## config.mk

```make
export PLATFORM = sky130hd
export DESIGN_NAME = ddr_line_engine
export DESIGN_NICKNAME = d
export VERILOG_FILES = /design/src/rtl/ddr_line_engine.sv
export SDC_FILE = /design/constraint.sdc
export NUM_CORES = 2
export LEC_CHECK = 0
export BUFFER_PORTS_ARGS = -buffer_cell sky130_fd_sc_hd__buf_2
export CAP_MARGIN = 20
export CORE_UTILIZATION = 41
export CTS_CLUSTER_SIZE = 14
export DETAILED_ROUTE_END_ITERATION = 16
export PLACE_DENSITY_LB_ADDON = 0.08
export SKIP_CTS_REPAIR_TIMING = 1
export SLEW_MARGIN = 20
export SYNTH_ARGS = -nofsm -noshare
export SYNTH_HDL_FRONTEND = slang
export SYNTH_SLANG_ARGS = --single-unit
```

## constraint.sdc

```tcl
create_clock -name clk -period 12.75 [get_ports clk]
set_input_delay 1.275 -clock clk [delete_from_list [all_inputs] [get_ports clk]]
set_output_delay 1.275 -clock clk [all_outputs]
set_load 0.05 [all_outputs]
```

## src/rtl/ddr_line_engine.sv

```systemverilog
// ddr_line_engine: moves one cache line between a local line buffer and a
// DDR burst controller.
//   Cache side : wb_wr_en/idx/data load the line buffer; wb_req writes it
//                back to wb_addr; fill_req fetches a line from fill_addr and
//                streams it out on fill_valid/fill_idx/fill_data. busy,
//                wb_done, fill_done and the sticky len_err report status.
//   DDR side   : rd_/wr_burst_req/len/addr issue bursts; wr_burst_data_req
//                pulls buffer beats onto wr_burst_data; rd_burst_data_valid
//                delivers read beats; *_burst_finish closes a burst.
//   clk with synchronous active-high rst.
module ddr_line_engine #(
   parameter int unsigned DDR_DATA_WIDTH = 128,
   parameter int unsigned DDR_ADDR_WIDTH = 28,
   parameter int unsigned LINE_BEATS     = 8
) (
   input  logic                            clk,
   input  logic                            rst,
   // cache side
   input  logic                            wb_wr_en,
   input  logic [$clog2(LINE_BEATS)-1:0]   wb_wr_idx,
   input  logic [DDR_DATA_WIDTH-1:0]       wb_wr_data,
   input  logic                            wb_req,
   input  logic [DDR_ADDR_WIDTH-1:0]       wb_addr,
   input  logic                            fill_req,
   input  logic [DDR_ADDR_WIDTH-1:0]       fill_addr,
   output logic                            busy,
   output logic                            fill_valid,
   output logic [$clog2(LINE_BEATS)-1:0]   fill_idx,
   output logic [DDR_DATA_WIDTH-1:0]       fill_data,
   output logic                            wb_done,
   output logic                            fill_done,
   output logic                            len_err,
   // controller side
   output logic                            rd_burst_req,
   output logic                            wr_burst_req,
   output logic [9:0]                      rd_burst_len,
   output logic [9:0]                      wr_burst_len,
   output logic [DDR_ADDR_WIDTH-1:0]       rd_burst_addr,
   output logic [DDR_ADDR_WIDTH-1:0]       wr_burst_addr,
   input  logic                            rd_burst_data_valid,
   input  logic [DDR_DATA_WIDTH-1:0]       rd_burst_data,
   input  logic                            wr_burst_data_req,
   output logic [DDR_DATA_WIDTH-1:0]       wr_burst_data,
   input  logic                            rd_burst_finish,
   input  logic                            wr_burst_finish
);

   localparam int unsigned IDX_W = $clog2(LINE_BEATS);
   localparam int unsigned CNT_W = 10;

   typedef enum logic [1:0] {
      ST_IDLE,
      ST_WB_REQ,
      ST_FILL_REQ,
      ST_DONE
   } state_t;

   state_t                    r_state;
   logic                      r_wb_pend;
   logic                      r_fill_pend;
   logic [DDR_ADDR_WIDTH-1:0] r_wb_pend_addr;
   logic [DDR_ADDR_WIDTH-1:0] r_fill_pend_addr;
   logic [IDX_W-1:0]          r_wr_ptr;
   logic [CNT_W-1:0]          r_wr_cnt;
   logic [CNT_W-1:0]          r_rd_cnt;
   logic                      r_rd_req;
   logic                      r_wr_req;
   logic [DDR_ADDR_WIDTH-1:0] r_rd_addr;
   logic [DDR_ADDR_WIDTH-1:0] r_wr_addr;
   logic [DDR_DATA_WIDTH-1:0] r_wr_data;
   logic                      r_fill_valid;
   logic [IDX_W-1:0]          r_fill_idx;
   logic [DDR_DATA_WIDTH-1:0] r_fill_data;
   logic                      r_wb_done;
   logic                      r_fill_done;
   logic                      r_len_err;
   logic [DDR_DATA_WIDTH-1:0] r_buf [LINE_BEATS];

   logic                      w_idle;
   logic                      w_done_st;
   logic                      w_start_wb;
   logic                      w_start_fill;
   logic                      w_wb_latch;
   logic                      w_fill_direct;
   logic                      w_fill_latch;
   logic [DDR_ADDR_WIDTH-1:0] w_wb_addr_sel;
   logic [DDR_ADDR_WIDTH-1:0] w_fill_addr_sel;
   logic [CNT_W-1:0]          w_wr_beats;
   logic [CNT_W-1:0]          w_rd_beats;

   // Request arbitration: pending slots first, writeback over fill.
   // Incoming requests are taken directly only in IDLE; in DONE only the
   // pending slots can launch the next operation.
   assign w_idle        = (r_state == ST_IDLE);
   assign w_done_st     = (r_state == ST_DONE);
   assign w_start_wb    = (w_idle & (r_wb_pend | wb_req)) | (w_done_st & r_wb_pend);
   assign w_start_fill  = ~w_start_wb &
                          ((w_idle & (r_fill_pend | fill_req)) | (w_done_st & r_fill_pend));
   assign w_wb_latch    = wb_req & ~r_wb_pend & ~w_idle;
   assign w_fill_direct = fill_req & w_idle & ~r_fill_pend & ~w_start_wb;
   assign w_fill_latch  = fill_req & ~r_fill_pend & ~w_fill_direct;
   assign w_wb_addr_sel   = r_wb_pend   ? r_wb_pend_addr   : wb_addr;
   assign w_fill_addr_sel = r_fill_pend ? r_fill_pend_addr : fill_addr;

   // Beat totals including a strobe coincident with finish.
   assign w_wr_beats = r_wr_cnt + CNT_W'(wr_burst_data_req);
   assign w_rd_beats = r_rd_cnt + CNT_W'(rd_burst_data_valid);

   assign busy          = (r_state != ST_IDLE) | r_wb_pend | r_fill_pend;
   assign rd_burst_len  = CNT_W'(LINE_BEATS);
   assign wr_burst_len  = CNT_W'(LINE_BEATS);
   assign rd_burst_req  = r_rd_req;
   assign wr_burst_req  = r_wr_req;
   assign rd_burst_addr = r_rd_addr;
   assign wr_burst_addr = r_wr_addr;
   assign wr_burst_data = r_wr_data;
   assign fill_valid    = r_fill_valid;
   assign fill_idx      = r_fill_idx;
   assign fill_data     = r_fill_data;
   assign wb_done       = r_wb_done;
   assign fill_done     = r_fill_done;
   assign len_err       = r_len_err;

   // Line buffer; a same-cycle read sees the previous contents.
   always_ff @(posedge clk) begin
      if (wb_wr_en) begin
         r_buf[wb_wr_idx] <= wb_wr_data;
      end
   end

   // Control FSM with pending slots and registered outputs.
   always_ff @(posedge clk) begin
      if (rst) begin
         r_state          <= ST_IDLE;
         r_wb_pend        <= 1'b0;
         r_fill_pend      <= 1'b0;
         r_wb_pend_addr   <= '0;
         r_fill_pend_addr <= '0;
         r_wr_ptr         <= '0;
         r_wr_cnt         <= '0;
         r_rd_cnt         <= '0;
         r_rd_req         <= 1'b0;
         r_wr_req         <= 1'b0;
         r_rd_addr        <= '0;
         r_wr_addr        <= '0;
         r_wr_data        <= '0;
         r_fill_valid     <= 1'b0;
         r_fill_idx       <= '0;
         r_fill_data      <= '0;
         r_wb_done        <= 1'b0;
         r_fill_done      <= 1'b0;
         r_len_err        <= 1'b0;
      end else begin
         r_fill_valid <= 1'b0;
         r_wb_done    <= 1'b0;
         r_fill_done  <= 1'b0;

         if (w_wb_latch) begin
            r_wb_pend      <= 1'b1;
            r_wb_pend_addr <= wb_addr;
         end else if (w_start_wb && r_wb_pend) begin
            r_wb_pend <= 1'b0;
         end

         if (w_fill_latch) begin
            r_fill_pend      <= 1'b1;
            r_fill_pend_addr <= fill_addr;
         end else if (w_start_fill && r_fill_pend) begin
            r_fill_pend <= 1'b0;
         end

         case (r_state)
            ST_IDLE, ST_DONE: begin
               if (w_start_wb) begin
                  r_wr_addr <= w_wb_addr_sel;
                  r_wr_req  <= 1'b1;
                  r_wr_ptr  <= '0;
                  r_wr_cnt  <= '0;
                  r_state   <= ST_WB_REQ;
               end else if (w_start_fill) begin
                  r_rd_addr <= w_fill_addr_sel;
                  r_rd_req  <= 1'b1;
                  r_rd_cnt  <= '0;
                  r_state   <= ST_FILL_REQ;
               end else begin
                  r_state <= ST_IDLE;
               end
            end
            ST_WB_REQ: begin
               if (wr_burst_data_req) begin
                  r_wr_data <= r_buf[r_wr_ptr];
                  r_wr_ptr  <= r_wr_ptr + IDX_W'(1);
                  r_wr_cnt  <= r_wr_cnt + CNT_W'(1);
               end
               if (wr_burst_finish) begin
                  r_wr_req  <= 1'b0;
                  r_wb_done <= 1'b1;
                  if (w_wr_beats != CNT_W'(LINE_BEATS)) begin
                     r_len_err <= 1'b1;
                  end
                  r_state <= ST_DONE;
               end
            end
            ST_FILL_REQ: begin
               if (rd_burst_data_valid) begin
                  r_fill_valid <= 1'b1;
                  r_fill_data  <= rd_burst_data;
                  r_fill_idx   <= r_rd_cnt[IDX_W-1:0];
                  r_rd_cnt     <= r_rd_cnt + CNT_W'(1);
               end
               if (rd_burst_finish) begin
                  r_rd_req    <= 1'b0;
                  r_fill_done <= 1'b1;
                  if (w_rd_beats != CNT_W'(LINE_BEATS)) begin
                     r_len_err <= 1'b1;
                  end
                  r_state <= ST_DONE;
               end
            end
            default: r_state <= ST_IDLE;
         endcase
      end
   end

endmodule

```

==> metrics.log <==
[metrics] status: complete, no violations
[metrics] number of max-slew violations in the final report: 0
[metrics] Finished Core Util: 49.27%
[metrics] worst supply voltage drop on vdd: 0.0001277 V
[metrics] worst hold slack: 448.2 ps
[metrics] slew at the pin closest to its max-slew limit: 1080 ps
[metrics] post-route antenna net violation count: 0
[metrics] share of cells above drive strength 1: 30.02%
[metrics] endpoint arrival time on the critical path: 2300 ps
[metrics] total I/O pin count: 666
[metrics] unrepaired setup endpoints after global routing: no
[metrics] final number of hold-violating endpoints: 0
[metrics] core area: 128000 um^2
[metrics] DR iter-0 viols: 1980
[metrics] Total Neg Setup Slack: 0 ps
[metrics] wire length of the first global-routing pass: 196.4 mm
[metrics] Remaining DRCs: 0
[metrics] layout net count: 4194
[metrics] pwr/cell area: 195.4 nW/um^2
[metrics] TritonCTS clock tree: yes
[metrics] max-cap check violation count: 0
[metrics] Worst Hold Class: flip-flop to flip-flop
[metrics] Worst Setup End Kind: output pin
[metrics] reg-to-reg slack, setup: 9450 ps
[metrics] share of synthesized area occupied by flip-flops and latches: 73.13%
[metrics] initial core utilization: 41.49%
[metrics] Clock Sinks: 1428
[metrics] most instantiated flip-flop cell in the synthesis netlist: edfxtp_1
[metrics] clock transition time at the flip-flop clock pins of the worst setup and hold paths: 60 ps
[metrics] area of the die: 131000 um^2
[metrics] Die H: 361.9 um
[metrics] number of register bits inferred by synthesis: 1428
[metrics] clock root buffer: clkbuf_16
[metrics] count of TritonRoute iterations in the first routing pass: 5
[metrics] DRT Wirelength: 134.7 mm
[metrics] largest fanout of any net on the critical path: 32
[metrics] sum of net half-perimeters after detailed placement: 79.99 mm
[metrics] Chip Width: 361.9 um
[metrics] terminating pin of the worst hold path: fill_data[18]
[metrics] startpoint of the worst register-to-register path: r_state[1]
[metrics] Startpoint Class: flip-flop
[metrics] fin crit share: 28.02%
[metrics] Design Area, Final: 63080 um^2
[metrics] minimum clock period: 3572 ps
[metrics] gate count after technology mapping: 3226
[metrics] Setup violations, final: 0
[metrics] share of flip-flops with an asynchronous set or reset after synthesis: 0%
[metrics] via count of the routed design: 29680
[metrics] count of H-tree levels built during CTS: 4
[metrics] Wirelength per Cell: 23.53 um
[metrics] Reg2Reg Depth: 7
[metrics] overflow left after global routing: 0
[metrics] critical path start-end classification: flip-flop to output pin
[metrics] area added between synthesis and finish: 18.78%
[metrics] pin count of the biggest net entering global routing: 130
[metrics] routed vias/inst: 5.184
[metrics] startpoint of the worst hold path: fill_data[18]
[metrics] cell area after synthesis: 53110 um^2
[metrics] static leakage: 21.35 nW
[metrics] synthesized area per cell: 16.46 um^2
[metrics] count of input and output buffers: 645
[metrics] number of antenna violations at the first check in global routing: 61
[metrics] worst reg2reg endpoint: wr_burst_data[44]
[metrics] worst-case clock buffer depth: 3
[metrics] Cell Area, Placed: 58050 um^2
[metrics] final setup skew: 25.04 ps
[metrics] Global Route Usage Sum: 20.37%
[metrics] routability cong.: 0.7457
[metrics] clock latency on the worst-skew pair: 770 ps
[metrics] Max Clk Rate: 280.0 MHz
[metrics] max_slew headroom: 28.00%
[metrics] required arrival time at the worst endpoint: 11480 ps
[metrics] number of enable flip-flop cells after synthesis: 1024
[metrics] worst hold stages: 2
[metrics] CTS buffer count: 154
[metrics] Distinct cells, synth: 51
[metrics] Cell Rows: 131
[metrics] number of global-route vias before repair: 29370
[metrics] number of warnings issued by yosys: 0
==> metal layers <==
| metal | vias up | global-route usage, % | wire length [um] |
|---|---|---|---|
| met2 | 771 | 34.82 | 67970 |
| li1 | 13650 | - | - |
| met5 | - | 0 | 358 |
| met3 | 284 | 5.302 | 7919 |
| met1 | 14920 | 25.37 | 55170 |
| met4 | 52 | 5.957 | 3304 |
==> worst max path at each step <==
stage              endpoint    startpoint  depth (start not counted)  slack [ps]
5_1_grt                busy   r_fill_pend                          2        9090
3_3_place_gp   r_buf[5][29]  wb_wr_idx[1]                          5        8590
2_1_floorplan   r_buf[0][0]  wb_wr_idx[0]                          1        1870
4_1_cts                busy   r_fill_pend                          2        9120
6_report               busy   r_fill_pend                          2        9180
3_5_place_dp   r_buf[5][30]  wb_wr_idx[1]                          5        8550
==> flip-flops by register name (all words and copies together), names as in the netlist, 2 cells and up <==
signal and count:
fill_data 128, fill_idx 3, r_buf 1024, r_fill_pend_addr 28, r_rd_cnt 10, r_state 2
r_wb_pend_addr 28, r_wr_cnt 10, r_wr_ptr 3, rd_burst_addr 28, wr_burst_addr 28, wr_burst_data 128
==> final cells by class <==
type | count | area, um^2
Clock buffer | 218 | 4387
Antenna cell | 9 | 22.52
Multi-Input combinational cell | 1572 | 13350
Tap cell | 1729 | 2163
Timing Repair Buffer | 691 | 3666
Sequential cell | 1428 | 38850
Inverter | 12 | 45.04
Clock inverter | 67 | 590.6
Fill cell | 11020 | 64930
==> synth_stat cells (all sizes together) (2+ instances only) <==
cell type	number	share of area, %
edfxtp	1024	58
dfxtp	404	15
nand2	389	2.7
mux4	256	11
nor2	220	1.6
a21oi	196	1.8
mux2i	188	3.5
a211oi	185	2.6
clkbuf	119	0.84
buf	113	1.1
inv	12	0.085
ha	11	0.26
nand3	11	0.10
o21ai	11	0.12
nor3	9	0.085
xnor2	9	0.15
and2	5	0.059
nand2b	5	0.059
nor4	5	0.059
or3	5	0.059
xor2	5	0.082
a22oi	4	0.057
nand3b	4	0.057
a31oi	3	0.035
nand4	3	0.035
or2	3	0.035
a21o	2	0.028
and4	2	0.033
conb	2	0.014
nor2b	2	0.024
o211a	2	0.038
o211ai	2	0.028
==> power breakdown <==
group | internal, mW | switching (mW)
clock | 2.53 | 1.82
combinational | 0.703 | 1.72
sequential | 5.35 | 0.204
total | 8.58 | 3.74
==> cells in the final DEF, fill, tap and decap left out, types with 6 or more instances in the layout <==
master / count
inv_1: 12
buf_4: 40
bufinv_16: 6
mux4_2: 256
clkinv_1: 21
nor3_1: 7
clkinv_2: 24
a211oi_1: 185
buf_2: 644
edfxtp_1: 1024
ha_1: 11
nor2_4: 6
clkbuf_1: 37
dfxtp_1: 399
diode_2: 9
inv_6: 6
a21oi_1: 195
mux2i_1: 188
clkbuf_16: 156
clkbuf_8: 25
nand3_1: 11
o21ai_0: 8
conb_1: 20
xnor2_1: 9
nor2_1: 214
nand2_1: 388
==> metrics by stage <==
stage	worst slack, ps	power, mW	instances
2_1_floorplan	1867	7.424	3244
3_3_place_gp	8588	8.103	5431
3_5_place_dp	8545	8.121	5431
4_1_cts	9122	12.50	5716
5_1_grt	9087	12.84	5724
6_report	9178	12.32	5726
==> critical path, cell delays in order, from the launching register on <==
cell	delay, ps
dfxtp_2	1000
or3_1	230
buf_2	280
==> logic make-up after synthesis <==
family	synth area share, %
adder cells (fa/ha/maj)	0.2592
multiplexers	14.40
AO/OA/AOI/OAI	4.955
XOR/XNOR	0.2309
AND/OR/NAND/NOR	4.969
flip-flops	73.13
other	0.01414
buffers and inverters	2.040
(Power assumes the default switching activity.)
